==> src/rtl/shifter_iter.sv <==
`default_nettype none
// ============================================================================
//  Module      : shifter_iter
//  Description : Multi-cycle shift/rotate unit with valid/ready handshakes.
//                Moves at most STEP bit positions per clock until the
//                requested amount has been applied.
//                Optional build macro SHIFTER_STATUS_EN adds the out_zero
//                and out_cout status outputs.
//  Revision    : 1.0 - initial release
// ============================================================================
module shifter_iter #(
    parameter  int WIDTH = 16,
    parameter  int STEP  = 8,
    localparam int AMT_W = $clog2(WIDTH)
) (
    input  logic             clk,
    input  logic             rst_n,
    input  logic             in_valid,
    output logic             in_ready,
    input  logic [WIDTH-1:0] in_data,
    input  logic [1:0]       in_op,
    input  logic [AMT_W-1:0] in_amt,
    output logic             out_valid,
    input  logic             out_ready,
    output logic [WIDTH-1:0] out_data
`ifdef SHIFTER_STATUS_EN
    ,
    output logic             out_zero,
    output logic             out_cout
`endif
);

    localparam logic [1:0] c_op_rol = 2'b00;
    localparam logic [1:0] c_op_sll = 2'b01;
    localparam logic [1:0] c_op_sra = 2'b10;

    typedef enum logic [1:0] {
        ST_IDLE  = 2'd0,
        ST_SHIFT = 2'd1,
        ST_DONE  = 2'd2
    } state_t;

    state_t              r_state;
    logic [WIDTH-1:0]    r_data;
    logic [1:0]          r_op;
    logic [AMT_W-1:0]    r_rem;
    logic                r_sign;
    logic                r_out_valid;

    logic                w_accept;
    logic [AMT_W-1:0]    w_k;
    logic                w_fill;
    logic [2*WIDTH-1:0]  w_lext;
    logic [2*WIDTH:0]    w_rext;
    logic [WIDTH-1:0]    w_next;
    logic                w_unused_bits;

    // A new request is taken from IDLE, or from DONE when the result leaves
    // in the same cycle (back-to-back issue).
    assign in_ready  = (r_state == ST_IDLE) || ((r_state == ST_DONE) && out_ready);
    assign w_accept  = in_valid && in_ready;
    assign out_valid = r_out_valid;
    assign out_data  = r_data;

    // Step size for this cycle: the smaller of STEP and the remaining amount.
    // When STEP >= WIDTH the remaining count can never exceed it.
    always_comb begin
        w_k = r_rem;
        if ({{(32-AMT_W){1'b0}}, r_rem} > $unsigned(STEP))
            w_k = AMT_W'(STEP);
    end

    // Left shifts use a double-width window: the upper half holds the bits
    // that fell off the top (re-inserted for rotate). Right shifts use a
    // window with the fill above and one guard bit below that catches the
    // last bit shifted out.
    assign w_fill = (r_op == c_op_sra) && r_sign;
    assign w_lext = {{WIDTH{1'b0}}, r_data} << w_k;
    assign w_rext = {{WIDTH{w_fill}}, r_data, 1'b0} >> w_k;

    // Next data value for one shift step.
    always_comb begin
        w_next = w_rext[WIDTH:1];
        case (r_op)
            c_op_rol: w_next = w_lext[WIDTH-1:0] | w_lext[2*WIDTH-1:WIDTH];
            c_op_sll: w_next = w_lext[WIDTH-1:0];
            default:  w_next = w_rext[WIDTH:1];
        endcase
    end

    // Fill bits above the right-shift result are never observed.
    assign w_unused_bits = ^{w_rext[2*WIDTH:WIDTH+1], w_rext[0]};

    // Control FSM: load on accept, step until the count is exhausted, then
    // present the result until the consumer takes it.
    always_ff @(posedge clk or negedge rst_n) begin
        if (!rst_n) begin
            r_state     <= ST_IDLE;
            r_data      <= '0;
            r_op        <= '0;
            r_rem       <= '0;
            r_sign      <= 1'b0;
            r_out_valid <= 1'b0;
        end else begin
            case (r_state)
                ST_IDLE: begin
                    if (w_accept) begin
                        r_data  <= in_data;
                        r_op    <= in_op;
                        r_rem   <= in_amt;
                        r_sign  <= in_data[WIDTH-1];
                        r_state <= ST_SHIFT;
                    end
                end
                ST_SHIFT: begin
                    if (r_rem == '0) begin
                        r_out_valid <= 1'b1;
                        r_state     <= ST_DONE;
                    end else begin
                        r_data <= w_next;
                        r_rem  <= r_rem - w_k;
                    end
                end
                ST_DONE: begin
                    if (out_ready) begin
                        r_out_valid <= 1'b0;
                        if (w_accept) begin
                            r_data  <= in_data;
                            r_op    <= in_op;
                            r_rem   <= in_amt;
                            r_sign  <= in_data[WIDTH-1];
                            r_state <= ST_SHIFT;
                        end else begin
                            r_state <= ST_IDLE;
                        end
                    end
                end
                default: begin
                    r_out_valid <= 1'b0;
                    r_state     <= ST_IDLE;
                end
            endcase
        end
    end

`ifdef SHIFTER_STATUS_EN
    logic r_zero;
    logic r_cout;
    logic w_step_cout;

    // Last bit leaving the word: top side for left ops, guard bit for right.
    assign w_step_cout = r_op[1] ? w_rext[0] : w_lext[WIDTH];
    assign out_zero    = r_zero;
    assign out_cout    = r_cout;

    // Status flags: cleared on accept, carry tracked per step, zero taken
    // from the final value as the result is published.
    always_ff @(posedge clk or negedge rst_n) begin
        if (!rst_n) begin
            r_zero <= 1'b0;
            r_cout <= 1'b0;
        end else if (w_accept) begin
            r_zero <= 1'b0;
            r_cout <= 1'b0;
        end else if (r_state == ST_SHIFT) begin
            if (r_rem == '0)
                r_zero <= (r_data == '0);
            else
                r_cout <= w_step_cout;
        end
    end
`endif

endmodule
`default_nettype wire

==> config.mk <==
export PLATFORM = sky130hd
export DESIGN_NAME = shifter_iter
export DESIGN_NICKNAME = d
export VERILOG_FILES = /design/src/rtl/shifter_iter.sv
export SDC_FILE = /design/constraint.sdc
export NUM_CORES = 1
export LEC_CHECK = 0
export CAP_MARGIN = 20
export CORE_MARGIN = 3
export CORE_UTILIZATION = 60
export CTS_CLUSTER_SIZE = 8
export DETAILED_ROUTE_END_ITERATION = 16
export PLACE_DENSITY = 0.88
export SYNTH_ARGS = -nofsm -noshare
export SYNTH_HDL_FRONTEND = slang
export SYNTH_SLANG_ARGS = --single-unit
==> constraint.sdc <==
create_clock -name clk -period 5.5 [get_ports clk]
set_clock_uncertainty 0.15 [all_clocks]
set_input_delay 1.1 -clock clk [delete_from_list [all_inputs] [get_ports clk]]
set_output_delay 1.1 -clock clk [all_outputs]
set_load 0.05 [all_outputs]
## After elaboration in Yosys (flattened, before gate mapping)

Cells that the tools add are included.

- Add/sub/neg operators: 1
- Magnitude comparators: 1
- Eq/ne operators: 8
- Shifts and indexed selects: 2
- Multiplexer cells: 24
- Bitwise operators: 2
- Reductions and logical operators: 13

Operator list:

| kind | number |
|---|---|
| $mux 16 | 3 |
| $pmux 16 s3 | 1 |
| $shr 33x4->17 | 1 |
| $pmux 16 s2 | 1 |
| $shl 16x4->32 | 1 |
| $mux 4 | 4 |
| $or 16x16->16 | 1 |
| $pmux 4 s3 | 1 |
| $mux 2 | 5 |
| $reduce_and 3->1 | 3 |
| $ne 2x2->1 const B | 4 |
| $pmux 2 s3 | 1 |
| $mux 1 | 5 |
| $eq 2x1->1 const B | 2 |
| $eq 2x2->1 const B | 2 |
| $gt 4x4->1 const B | 1 |
| $logic_not 2->1 | 2 |
| $logic_not 4->1 | 1 |
| $pmux 2 s2 | 1 |
| $sub 4x4->4 | 1 |
| $logic_and 1x1->1 | 3 |
| $pmux 1 s3 | 1 |
| $reduce_bool 3->1 | 1 |
| $pmux 1 s2 | 1 |
| other kinds (4) | 4 |

- Bits in registers: 26
- Bits of input ports: 26
- Output and inout bits: 18
- Logic and storage cells: 57

## Logic depth before layout (Yosys ltp)

- Word-level depth: 7
- Gate-level depth with buffers: 8
- Depth with buffers taken out: 6

## Worst setup path after synthesis

OpenSTA, ideal clock, no wires.

- Kind: input to output
- From: input out_ready
- To: output in_ready
- Data arrival time: 1794 ps
- Data required time: 4250 ps
- Slack: 2456 ps
- Cell stages on the path: 2
- Buffers on the path: 0
- Path through: nor2b_1 nor2_1

- Word-level cells in the longest chain between the ends: 2

Ends and longest elaborated chain:

| what | line | source |
|---|---|---|
| from (decl) | 24 | `input logic out_ready,` |
| $logic_and 1x1->1 | 60 | `assign in_ready = (r_state == ST_IDLE) \|\| ((r_state == ST_DONE) && out_ready);` |
| $logic_or 1x1->1 | 60 |  |
| to (decl) | 19 | `output logic in_ready,` |

No other way between the ends.

## Final worst setup path

Same ends and word-level chain as after synthesis.

==> qor.txt <==
Most frequent cell after synthesis: nand2_1
Worst-Skew Late Latency: 0.29 ns
Max cap viols: 0
TritonCTS clock tree: yes
Die width: 76.3 um
Tot GR Track Use: 0.365
Largest area contributor in the netlist: dfrtp_1
Avg WL per Cell: 24.2 um
Gpl congestion: 0.971
Post-CTS Setup Repair Bufs: 0
Ys flop type: dfrtp_1
Hpwl dp: 6760 um
YS warnings: 0
Rows: 24
Largest net degree at the start of global routing: 34
DRT iter0 DRCs: 666
Post-synth EDFFs: 0
Fmax: 262 MHz
Synth area leaders: dfrtp_1 22%, mux4_2 16%, mux2i_1 5.7%
Min Clock Period, post-route: 3.81 ns
Pre-CTS WS: 1.69 ns
Post-Synthesis Cells: 354
H-tree levels: 1
Setup ws final: 1.69 ns
WP data required: 4.25 ns
Relative slew slack: 0.264
Mapped cell area: 2960 um^2
Layout Cells excl Fill: 429
Final setup viols: 0
Mapped Avg Cell Area: 8.37 um^2
I/O Pins: 44
Core area: 4560 um^2
Hold Crit Class: register to register
Sequential-to-total area share from yosys stat: 0.220
Top post-synthesis cells by count: 38 x nand2_1, 28 x clkbuf_1, 27 x nor2_1, 27 x o21ai_0, 26 x dfrtp_1
Clock tree buffer depth: 2
Starting Density: 0.649
Vias in the first global route: 3164
TNS Setup: 0 ns
WS Path Type: primary input to primary output
Placed cells: 423
NumNets Final: 391
Clk root buf: clkbuf_8
Clk pin slew, worst setup/hold paths: 0.10 ns
Total wire length: 10400 um
Asr flop ratio synth: 1.00
Share of the synthesized area in the top cell type: 0.220
Synthesized Nets: 380
Area Overhead vs Synth: 15.1%
Via density: 7.63
CTS Sinks: 26
Startpoint Class: primary input
Share of cells above drive strength 1: 0.121
DRT Pass-1 Iters: 5
CTS buffer count: 3
Post-synth cell types: 61
# hold bufs at CTS: 0
Worst Tran Pin Value: 1.10 ns
Crit. End Element: primary output
Fin. max-slew vios: 0
Status: complete, no violations
Final period util: 0.693
Crit path max fanout: 3
Die ar.: 5810 um^2
Antenna violations before repair: 0
First-pass GRT wire length: 17000 um
ANT cells: 0
GR Overflow Total: 0
Via count: 3273
Seq cells post-synth: 26
Crit path DAT: 2.56 ns
DRC viols: 0
Final hold vios: 0
RSZ-0062 raised after global routing: no
I/O Buffers: 43
PostCTS Resize Cnt: 0
Post-DRT Antenna Nets: 0
Die Y: 76.3 um
worst max-delay path: stages:
cell and delay [ns]:
clkdlybuf4s50_1 0.48, nor2b_1 0.09, nor2_1 0.09, clkdlybuf4s50_1 0.80
flip-flops by register name (all words and copies together) (netlist names):
register / count
r_op: 2
r_state: 2
r_sign: 1
out_valid: 1
out_data: 16
r_rem: 4
layout by cell type (no fill, tap or decap), drive strengths merged, types with 4 or more instances in the layout:
master / synthesis / final
buf: 15 / 7
or3: 5 / 5
o211ai: 4 / 4
a21oi: 20 / 20
dfrtp: 26 / 26
a221oi: 4 / 4
inv: 8 / 8
o21a: 4 / 4
a211oi: 5 / 5
nand2: 38 / 38
a311oi: 4 / 4
clkdlybuf4s50: 0 / 43
a31oi: 5 / 5
nor3: 5 / 5
o221ai: 5 / 5
mux2i: 17 / 17
o21ai: 28 / 28
nor2b: 10 / 10
nand3: 8 / 8
nor2: 27 / 27
and3: 5 / 5
mux4: 21 / 21
o31ai: 5 / 5
nand2b: 7 / 7
mux2: 7 / 7
metrics by stage:
step / util / hold WS [ns] / cell area, um^2
6_report: 0.747 / 0.398 / 3410
5_1_grt: 0.747 / 0.422 / 3410
4_1_cts: 0.741 / 0.389 / 3380
3_5_place_dp: 0.726 / 0.371 / 3310
3_3_place_gp: 0.726 / 0.363 / 3310
2_1_floorplan: - / 0.332 / 2960
path summary, 6_finish.rpt:
kind | from | endpoint | slack, ns | cells after the start
max | out_ready | in_ready | 1.69 | 4
min | out_valid$_DFFE_PN0P_ | out_valid$_DFFE_PN0P_ | 0.40 | 2
max reg2reg | r_rem[0]$_DFFE_PN0P_ | out_data[11]$_DFFE_PN0P_ | 2.15 | 6
min reg2reg | out_valid$_DFFE_PN0P_ | out_valid$_DFFE_PN0P_ | 0.40 | 2
max in group asynchronous | rst_n | out_data[2]$_DFFE_PN0P_ | 3.89 | 2
min in group asynchronous | rst_n | out_data[11]$_DFFE_PN0P_ | 1.03 | 2
cell type report:
cell class / count / area (um^2)
repair buffers: 50 / 494
flip-flops and latches: 26 / 651
multi-input cells: 274 / 2070
clock buffers: 3 / 41.3
fillers: 373 / 1150
clock inverters: 1 / 30.0
inverters: 10 / 37.5
well taps: 65 / 81.3
routing by layer:
metal,track usage,up-vias,part of all wire
met4,0.163,0,0.046
met2,0.504,320,0.43
met3,0.128,60,0.16
met1,0.514,1530,0.37
met5,0,-,0
li1,-,1363,-
cell families (layout without fill, tap and decap cells):
| group | after synthesis | after routing | synth area share |
|---|---|---|---|
| simple gates | 117 | 117 | 0.194 |
| compound gates | 112 | 112 | 0.261 |
| mux | 45 | 45 | 0.244 |
| flops | 26 | 26 | 0.220 |
| buf+inv | 54 | 64 | 0.0815 |
Power is not shown: default switching activity piles up to over one toggle a cycle in this logic, so the estimate is an artifact.
